===== src/rtl/pipe_hazard_ctrl_if.sv =====
// pipe_hazard_ctrl_if: pipeline status inputs and stage enable/flush controls for the hazard controller
interface pipe_hazard_ctrl_if #(
   parameter int REG_W = 5
);
   logic [REG_W-1:0] id_rs1;
   logic [REG_W-1:0] id_rs2;
   logic [REG_W-1:0] idex_rd;
   logic id_use_rs1;
   logic id_use_rs2;
   logic idex_memread;
   logic exmem_br_taken;
   logic dmem_req;
   logic dmem_ready;
   logic imem_ready;
   logic pc_en;
   logic if_id_en;
   logic id_ex_en;
   logic ex_mem_en;
   logic mem_wb_en;
   logic if_id_flush;
   logic id_ex_flush;
   logic ex_mem_flush;
   logic mem_wb_flush;
   modport master (
      output id_rs1, id_rs2, idex_rd, id_use_rs1, id_use_rs2, idex_memread,
             exmem_br_taken, dmem_req, dmem_ready, imem_ready,
      input  pc_en, if_id_en, id_ex_en, ex_mem_en, mem_wb_en,
             if_id_flush, id_ex_flush, ex_mem_flush, mem_wb_flush
   );
   modport slave (
      input  id_rs1, id_rs2, idex_rd, id_use_rs1, id_use_rs2, idex_memread,
             exmem_br_taken, dmem_req, dmem_ready, imem_ready,
      output pc_en, if_id_en, id_ex_en, ex_mem_en, mem_wb_en,
             if_id_flush, id_ex_flush, ex_mem_flush, mem_wb_flush
   );
endinterface


===== src/rtl/pipe_hazard_ctrl.sv =====
// pipe_hazard_ctrl: prioritised stall/flush control for the 5-stage pipeline with saturating statistics
module pipe_hazard_ctrl #(
   parameter int REG_W = 5,
   parameter int CNT_W = 32
) (
   input  logic              clk,
   input  logic              arst_n,
   pipe_hazard_ctrl_if.slave hz,
   output logic [1:0]        hz_cause,
   output logic              redirect_pend,
   output logic [CNT_W-1:0]  stall_cnt,
   output logic [CNT_W-1:0]  flush_cnt
);
   typedef enum logic [1:0] {HZ_NONE, HZ_MEM, HZ_LU, HZ_FETCH} cause_t;
   logic [REG_W-1:0] rs1, rs2, rd;
   logic mem_wait, load_use, take_br, clear_rp, stall, run;
   cause_t cause_d;
   assign rs1 = hz.id_rs1;
   assign rs2 = hz.id_rs2;
   assign rd = hz.idex_rd;
   assign run = arst_n;
   assign mem_wait = hz.dmem_req & ~hz.dmem_ready;
   // x0 is hardwired, so a load targeting it can never create a dependency
   assign load_use = hz.idex_memread & (rd != '0) &
                     ((hz.id_use_rs1 & (rs1 == rd)) | (hz.id_use_rs2 & (rs2 == rd)));
   assign take_br = ~mem_wait & hz.exmem_br_taken;
   always_comb
      cause_d = mem_wait          ? HZ_MEM   :
                hz.exmem_br_taken ? HZ_NONE  :
                load_use          ? HZ_LU    :
                ~hz.imem_ready    ? HZ_FETCH : HZ_NONE;
   assign stall = cause_d != HZ_NONE;
   assign clear_rp = redirect_pend & ~stall & ~take_br;
   assign hz.pc_en = run & ~stall;
   assign hz.if_id_en = run & ((cause_d == HZ_NONE) | (cause_d == HZ_FETCH));
   assign hz.id_ex_en = run & ~mem_wait;
   assign hz.ex_mem_en = run & ~mem_wait;
   assign hz.mem_wb_en = run;
   assign hz.if_id_flush = run & (take_br | (cause_d == HZ_FETCH) | clear_rp);
   assign hz.id_ex_flush = run & (take_br | (cause_d == HZ_LU));
   assign hz.ex_mem_flush = run & take_br;
   assign hz.mem_wb_flush = run & mem_wait;
   always_ff @(posedge clk or negedge arst_n)
      if (!arst_n) begin
         hz_cause <= '0;
         redirect_pend <= 1'b0;
         stall_cnt <= '0;
         flush_cnt <= '0;
      end else begin
         hz_cause <= cause_d;
         redirect_pend <= (redirect_pend & ~clear_rp) | (take_br & ~hz.imem_ready);
         if (stall & ~&stall_cnt) stall_cnt <= stall_cnt + CNT_W'(1);
         if (take_br & ~&flush_cnt) flush_cnt <= flush_cnt + CNT_W'(1);
      end
endmodule


===== src/flat_wrapper.sv =====
// flat-port wrapper written by rule: the top's interface ports become plain ports
module pipe_hazard_ctrl_flat 
#(
   parameter int REG_W = 5,
   parameter int CNT_W = 32
)
  (clk, arst_n, hz_cause, redirect_pend, stall_cnt, flush_cnt, hz_id_rs1, hz_id_rs2, hz_idex_rd, hz_id_use_rs1, hz_id_use_rs2, hz_idex_memread, hz_exmem_br_taken, hz_dmem_req, hz_dmem_ready, hz_imem_ready, hz_pc_en, hz_if_id_en, hz_id_ex_en, hz_ex_mem_en, hz_mem_wb_en, hz_if_id_flush, hz_id_ex_flush, hz_ex_mem_flush, hz_mem_wb_flush);
  pipe_hazard_ctrl_if #(.REG_W(REG_W)) hz_i ();
  input  logic clk;
  input  logic arst_n;
  output logic [1:0] hz_cause;
  output logic redirect_pend;
  output logic [CNT_W-1:0] stall_cnt;
  output logic [CNT_W-1:0] flush_cnt;
  input wire logic [$bits(hz_i.id_rs1)-1:0] hz_id_rs1;
  input wire logic [$bits(hz_i.id_rs2)-1:0] hz_id_rs2;
  input wire logic [$bits(hz_i.idex_rd)-1:0] hz_idex_rd;
  input wire logic [$bits(hz_i.id_use_rs1)-1:0] hz_id_use_rs1;
  input wire logic [$bits(hz_i.id_use_rs2)-1:0] hz_id_use_rs2;
  input wire logic [$bits(hz_i.idex_memread)-1:0] hz_idex_memread;
  input wire logic [$bits(hz_i.exmem_br_taken)-1:0] hz_exmem_br_taken;
  input wire logic [$bits(hz_i.dmem_req)-1:0] hz_dmem_req;
  input wire logic [$bits(hz_i.dmem_ready)-1:0] hz_dmem_ready;
  input wire logic [$bits(hz_i.imem_ready)-1:0] hz_imem_ready;
  output wire logic [$bits(hz_i.pc_en)-1:0] hz_pc_en;
  output wire logic [$bits(hz_i.if_id_en)-1:0] hz_if_id_en;
  output wire logic [$bits(hz_i.id_ex_en)-1:0] hz_id_ex_en;
  output wire logic [$bits(hz_i.ex_mem_en)-1:0] hz_ex_mem_en;
  output wire logic [$bits(hz_i.mem_wb_en)-1:0] hz_mem_wb_en;
  output wire logic [$bits(hz_i.if_id_flush)-1:0] hz_if_id_flush;
  output wire logic [$bits(hz_i.id_ex_flush)-1:0] hz_id_ex_flush;
  output wire logic [$bits(hz_i.ex_mem_flush)-1:0] hz_ex_mem_flush;
  output wire logic [$bits(hz_i.mem_wb_flush)-1:0] hz_mem_wb_flush;
  assign hz_i.id_rs1 = hz_id_rs1;
  assign hz_i.id_rs2 = hz_id_rs2;
  assign hz_i.idex_rd = hz_idex_rd;
  assign hz_i.id_use_rs1 = hz_id_use_rs1;
  assign hz_i.id_use_rs2 = hz_id_use_rs2;
  assign hz_i.idex_memread = hz_idex_memread;
  assign hz_i.exmem_br_taken = hz_exmem_br_taken;
  assign hz_i.dmem_req = hz_dmem_req;
  assign hz_i.dmem_ready = hz_dmem_ready;
  assign hz_i.imem_ready = hz_imem_ready;
  assign hz_pc_en = hz_i.pc_en;
  assign hz_if_id_en = hz_i.if_id_en;
  assign hz_id_ex_en = hz_i.id_ex_en;
  assign hz_ex_mem_en = hz_i.ex_mem_en;
  assign hz_mem_wb_en = hz_i.mem_wb_en;
  assign hz_if_id_flush = hz_i.if_id_flush;
  assign hz_id_ex_flush = hz_i.id_ex_flush;
  assign hz_ex_mem_flush = hz_i.ex_mem_flush;
  assign hz_mem_wb_flush = hz_i.mem_wb_flush;
  pipe_hazard_ctrl #(.REG_W(REG_W), .CNT_W(CNT_W)) u_core (.clk(clk), .arst_n(arst_n), .hz(hz_i), .hz_cause(hz_cause), .redirect_pend(redirect_pend), .stall_cnt(stall_cnt), .flush_cnt(flush_cnt));
endmodule

===== config.mk =====
export PLATFORM = sky130hd
export DESIGN_NAME = pipe_hazard_ctrl_flat
export DESIGN_NICKNAME = d
export VERILOG_FILES = /design/src/rtl/pipe_hazard_ctrl_if.sv /design/src/rtl/pipe_hazard_ctrl.sv /design/src/flat_wrapper.sv
export SDC_FILE = /design/constraint.sdc
export NUM_CORES = 1
export LEC_CHECK = 0
export ABC_CLOCK_PERIOD_IN_PS = 2380
export BUFFER_PORTS_ARGS = -buffer_cell sky130_fd_sc_hd__buf_2
export CORE_MARGIN = 3
export CORE_UTILIZATION = 52
export DETAILED_ROUTE_END_ITERATION = 8
export MAX_ROUTING_LAYER = met4
export PLACE_DENSITY_LB_ADDON = 0.3
export SLEW_MARGIN = 15
export SYNTH_ARGS = -nofsm -noshare
export SYNTH_HDL_FRONTEND = slang
export SYNTH_SLANG_ARGS = --single-unit
export TNS_END_PERCENT = 50

===== constraint.sdc =====
create_clock -name clk -period 2.38 [get_ports clk]
set_clock_uncertainty 0.2 [all_clocks]
set_input_delay 0.357 -clock clk [delete_from_list [all_inputs] [get_ports clk]]
set_output_delay 0.357 -clock clk [all_outputs]
set_load 0.02 [all_outputs]

; Word-level counts from Yosys, hierarchy flattened
; Index checks and enable logic that the tools add are counted.
[totals]
reg_bits = 67
inputBits = 24
output_inout_bits = 76
elab_cells = 52
[op_classes]
addsub = 2
eq_ne = 4
muxes = 4
bitwise_logic = 31
reduce_logical = 7
[op_table]
columns = cell, n
row1 = "adder 32 x 1 -> 32 bit, second input constant", 2
row2 = AND reduction 32 bit, 2
row3 = AND 1 bit, 19
row4 = == test 5 bit, 2
row5 = 2-to-1 mux 2 bit, 4
row6 = NOT 1 bit, 6
row7 = bitwise OR 1 bit, 6
row8 = nonzero test 5 bit, 1
row9 = "== test 2 bit, second input constant", 2
row10 = zero test 1 bit, 2
row11 = zero test 2 bit, 1
row12 = nonzero test 2 bit, 1

; Depth between registers and ports, before layout
[depth]
ltp_word = 14
ltp_mapped = 12
mapped_depth_nobuf = 11

; Least setup slack after synthesis
; OpenSTA, ideal clock, no wires.
[synth_timing]
path_type = input-to-reg
from = input port hz_idex_rd[0]
to = register u_core.stall_cnt[23]
setup_time_ps = 80
arrival_ps = 2807
t_required_ps = 2100
setup_slack_ps = -707
stages = 9
path_buffers = 1
cell_sequence = or4_1 o211ai_1 a21oi_1 ha_1 or3_1 clkbuf_1 a2111o_1 nor2_1 xor2_1
[synth_between]
elab_chain_len = 9
word_cells_on_any_way = 13
cone_classes = eq/ne: 2 / mux: 3 / bitwise: 6 / reduce/logical: 2
[synth_lines]
columns = item, line
row1 = start: declaration, flat_wrapper.sv:17  ; input wire logic [$bits(hz_i.idex_rd)-1:0] hz_idex_rd;
row2 = == test 5 bit, pipe_hazard_ctrl.sv:25  ; ((hz.id_use_rs1 & (rs1 == rd)) | (hz.id_use_rs2 & (rs2 == rd)));
row3 = AND 1 bit, pipe_hazard_ctrl.sv:25
row4 = bitwise OR 1 bit, pipe_hazard_ctrl.sv:25
row5 = AND 1 bit *, pipe_hazard_ctrl.sv:24  ; assign load_use = hz.idex_memread & (rd != '0) &
row6 = 2-to-1 mux 2 bit *, pipe_hazard_ctrl.sv:30  ; load_use ? HZ_LU :
row7 = 2-to-1 mux 2 bit *, pipe_hazard_ctrl.sv:29  ; hz.exmem_br_taken ? HZ_NONE :
row8 = 2-to-1 mux 2 bit *, pipe_hazard_ctrl.sv:28  ; cause_d = mem_wait ? HZ_MEM :
row9 = nonzero test 2 bit *, pipe_hazard_ctrl.sv:32  ; assign stall = cause_d != HZ_NONE;
row10 = AND 1 bit *, pipe_hazard_ctrl.sv:52  ; if (stall & ~&stall_cnt) stall_cnt <= stall_cnt + CNT_W'(1);
row11 = end signal: assignment, pipe_hazard_ctrl.sv:52
row12 = end: declaration, pipe_hazard_ctrl.sv:11  ; output logic [CNT_W-1:0] stall_cnt,
; Every way passes the cells marked *; elsewhere a longest branch is shown, timed or not.
; A chain may end at the register's enable or synchronous reset.

; Worst setup path after layout
[layout_timing]
from = input port hz_idex_rd[1]
to = register u_core.stall_cnt[31]
; Same word-level chain as after synthesis.

==> results_tabular.tex <==
\begin{tabular}{lr}
\hline
Metric & Value \\
\hline
\multicolumn{2}{l}{\textbf{Die}} \\
\quad Die outline height & 87.6 um \\
\quad Site row count & 29 \\
\quad Starting density of the core & 54.3\% \\
\quad Horiz. Die Dim & 87.6 um \\
\quad Area of the die & 7680 um\^{}2 \\
\quad Boundary Pins & 100 \\
\quad Placeable core region & 6390 um\^{}2 \\
\multicolumn{2}{l}{\textbf{Run status}} \\
\quad Failing checks & setup timing \\
\quad Outcome & complete, but fails checks \\
\multicolumn{2}{l}{\textbf{CTS}} \\
\quad Clock tree from TritonCTS & done \\
\quad Clock root buffer master & sky130\_fd\_sc\_hd\_\_clkbuf\_8 \\
\quad Bufs on Longest Clock Path & 2 \\
\quad Post-CTS clock slew at the launch and capture registers of the worst setup and hold paths & 80 ps \\
\quad TritonCTS buffer count & 9 \\
\quad Number of sinks on the clock net & 67 \\
\quad Deepest level of the CTS H-tree & 3 \\
\quad Insertion delay to the later sink of the worst-skew pair & $\sim$350 ps \\
\multicolumn{2}{l}{\textbf{Finish}} \\
\quad Number of antenna cells inserted & 0 \\
\quad Final nets & 494 \\
\quad Summed area of non-filler cells in the final layout & 4630 um\^{}2 \\
\quad Fraction of final layout cells with drive strength greater than 1 & 38.6\% \\
\quad Layout area overhead & 33.6\% \\
\multicolumn{2}{l}{\textbf{Worst hold path}} \\
\quad Classification of the worst-slack hold path & input pin to flop \\
\multicolumn{2}{l}{\textbf{Placed design}} \\
\quad Final HPWL DP & 6000 um \\
\quad Final RePlAce weighted congestion & around 0.81 \\
\quad Input/output buffers & 99 \\
\quad Place WS & -668 ps \\
\quad Placed Area & 4190 um\^{}2 \\
\multicolumn{2}{l}{\textbf{Yosys}} \\
\quad Async set or reset register ratio after synthesis & 100\% \\
\quad Number of library cell types mapped by synthesis & 48 \\
\quad Post-synth EDFFs & 0 \\
\quad Number of synthesized register bits & 67 \\
\quad Combined area of all synthesized cells & 3460 um\^{}2 \\
\quad Top flip-flop cell by instance count after synthesis & sky130\_fd\_sc\_hd\_\_dfrtp\_1 \\
\quad Average footprint of a synthesized cell & 10.4 um\^{}2 \\
\quad Post-Synthesis Cells & 333 \\
\quad Net Count, Synth & 362 \\
\quad Share of synthesized area occupied by flip-flops and latches & 48.4\% \\
\quad Yosys warning total & 0 \\
\multicolumn{2}{l}{\textbf{Drt}} \\
\quad \# DRC & 0 \\
\quad Total via count in the routed design & 2,979 \\
\quad WL per Instance & 15.2 um \\
\quad Total routed wirelength & 8320 um \\
\quad Remaining antenna violation count after routing & 0 \\
\quad Avg Vias per Cell & 5.46 \\
\quad Detailed-router iteration count before antenna repair & 4 \\
\quad Initial DRC count & 89 \\
\multicolumn{2}{l}{\textbf{Pwr}} \\
\quad Peak VDD IR & 546 uV \\
\quad Leakage & 2.18 nW \\
\quad Total power divided by cell area & $\sim$680 nW/um\^{}2 \\
\quad Total design power & 3.15 mW \\
\multicolumn{2}{l}{\textbf{Critical path}} \\
\quad Arrival time worst endpoint & $\sim$2800 ps \\
\quad CP top delay family & compound AO/OA/AOI/OAI gates \\
\quad Cell with the largest stage delay on the worst path & sky130\_fd\_sc\_hd\_\_a2111o\_1 \\
\quad Worst EP required & 2460 ps \\
\quad Critical Path End Type & flop \\
\quad Sequence of cells on the critical path & buf\_4 > xnor2\_2 > nand4\_1 > o22ai\_1 > o211ai\_1 > a211o\_1 > ha\_4 > or3\_4 > a2111o\_1 > nor3\_2 > xor2\_1 \\
\quad Max incr delay on CP & between 400 and 500 ps \\
\quad Crit Path Class & input pin to flop \\
\quad CP bufs+invs & 1 \\
\quad Worst setup SP type & input pin \\
\quad Worst-path maximum fanout & 7 \\
\quad Setup slack, reg-to-reg & 100 ps \\
\multicolumn{2}{l}{\textbf{Flow run}} \\
\quad Number of violations of the max-capacitance limit & 0 \\
\multicolumn{2}{l}{\textbf{STA}} \\
\quad Tightest slew margin relative to the limit & between 60\% and 70\% \\
\quad Unrepaired setup endpoints after global routing & yes \\
\quad Setup-violating endpoint count in the final report & 31 \\
\quad Final critical path time including I/O delays and setup & 2760 ps \\
\quad Setup slack after layout & -384 ps \\
\quad Worst slew pin tran & 512 ps \\
\quad Slew Limit Fails & 0 \\
\quad Hold Fails Final Rpt & 0 \\
\quad Max Freq & 0.362 GHz \\
\quad Hold WS & 73.7 ps \\
\quad Period Utilization, post-route & 116\% \\
\multicolumn{2}{l}{\textbf{GRT}} \\
\quad Residual overflow from global routing & 0 \\
\quad Maximum number of pins on one net before global-route repair & 36 \\
\quad Via count of the first global-routing pass & 2,955 \\
\quad First-pass GRT wire length & 13,700 um \\
\quad Overall routing resource usage & 23.4\% \\
\quad Antenna violations before repair & 0 \\
\hline
\end{tabular}
==> worst paths after layout <==
kind | from | to | cells after the start
worst max-delay path | hz_idex_rd[1] | u_core.stall_cnt[31]$_DFFE_PN0P_ | 11
worst min-delay path | hz_exmem_br_taken | u_core.hz_cause[1]$_DFF_PN0_ | 2
worst max register to register | u_core.stall_cnt[21]$_DFFE_PN0P_ | u_core.stall_cnt[1]$_DFFE_PN0P_ | 5
worst min register to register | u_core.flush_cnt[12]$_DFFE_PN0P_ | u_core.flush_cnt[12]$_DFFE_PN0P_ | 1
max in group asynchronous | arst_n | u_core.stall_cnt[3]$_DFFE_PN0P_ | 3
min in group asynchronous | arst_n | u_core.flush_cnt[5]$_DFFE_PN0P_ | 2
==> synthesized netlist by cell type (all sizes together), types with 4 or more instances <==
master	n	area, um^2
nor3	11	65.1
xnor2	49	429
ha	5	62.6
dfrtp	67	1680
a21oi	4	20.0
nand4	27	169
nand3	24	125
o21ai	4	20.0
xor2	18	158
mux2	4	45.0
buf	4	27.5
nor2	25	93.8
and2	5	31.3
nor4	4	46.3
and3	15	93.8
inv	8	30.0
nand2	26	100
==> sequential cells by signal (all words and copies together) (netlist names) <==
name,flops
u_core.flush_cnt,32
u_core.redirect_pend,1
u_core.stall_cnt,32
u_core.hz_cause,2
==> through the flow <==
stage | util [%] | setup TNS (ps) | instances
after floorplan | - | -8640 | 333
after global placement | 65.7 | -14300 | 525
after detailed placement | 65.7 | -16420 | 525
after CTS | 70.8 | -4050 | 544
after global routing | 72.5 | -9860 | 546
final | 72.5 | -6460 | 546
==> final cells by class <==
class,count,area [um^2]
clock inverter,4,50.0
fill,481,1760
sequential,67,1680
tap,77,96.3
inverter,8,30.0
multi-input combinational,251,1860
clock buffer,11,151
timing repair buffer,128,768
==> routing by layer <==
metal / GRT usage (%) / up-vias / routed length (um)
met5: - / - / 0
met4: 6.97 / 0 / 108
met3: 6.68 / 8 / 471
met2: 36.7 / 76 / 4110
met1: 29.6 / 1456 / 3630
li1: - / 1439 / -
==> cell families (layout without fill, tap and decap cells) <==
group	count (synthesis)	count (layout)	synth area share, %
AND/OR/NAND/NOR	151	151	23.9
XOR/XNOR	67	67	16.9
flip-flops	67	67	48.4
AO/OA/AOI/OAI	24	24	5.63
buffers and inverters	15	151	1.99
adder cells (fa/ha/maj)	5	5	1.81
multiplexers	4	4	1.30
==> power breakdown <==
group / internal, mW / leakage (nW) / switching [mW]
Sequential: 1.27 / 0.877 / 0.166
Combinational: 0.315 / 1.20 / 0.438
Clock: 0.533 / 0.0974 / 0.426
==> timing repair <==
action | in CTS | in global routing
endpoints found under the hold margin | 9 | 0
gates resized for setup | 29 | 20
buffers inserted | 3 | 2
hold buffers | 1 | 0
setup endpoints to repair | 30 | 33
pin swaps | 10 | 5
==> cells in the final DEF, fill, tap and decap left out, types with 6 or more instances in the layout <==
cell,netlist,final
sky130_fd_sc_hd__inv_1,8,8
sky130_fd_sc_hd__xnor2_1,49,45
sky130_fd_sc_hd__nor2_1,25,19
sky130_fd_sc_hd__clkbuf_8,0,11
sky130_fd_sc_hd__nand2_1,25,22
sky130_fd_sc_hd__buf_4,3,30
sky130_fd_sc_hd__buf_6,0,6
sky130_fd_sc_hd__and3_1,15,15
sky130_fd_sc_hd__xor2_1,18,18
sky130_fd_sc_hd__nor3_1,9,7
sky130_fd_sc_hd__buf_2,1,90
sky130_fd_sc_hd__dfrtp_1,67,67
sky130_fd_sc_hd__nand4_1,27,27
sky130_fd_sc_hd__nand3_1,23,22
==> worst reg2reg max path, delay by kind of cell (launching register included) <==
kind	cells	cell delay, ps
muxes	1	320
DFF	1	450
and+or+nand+nor	4	1180
No activity file was read; power rests on OpenSTA's default activity.
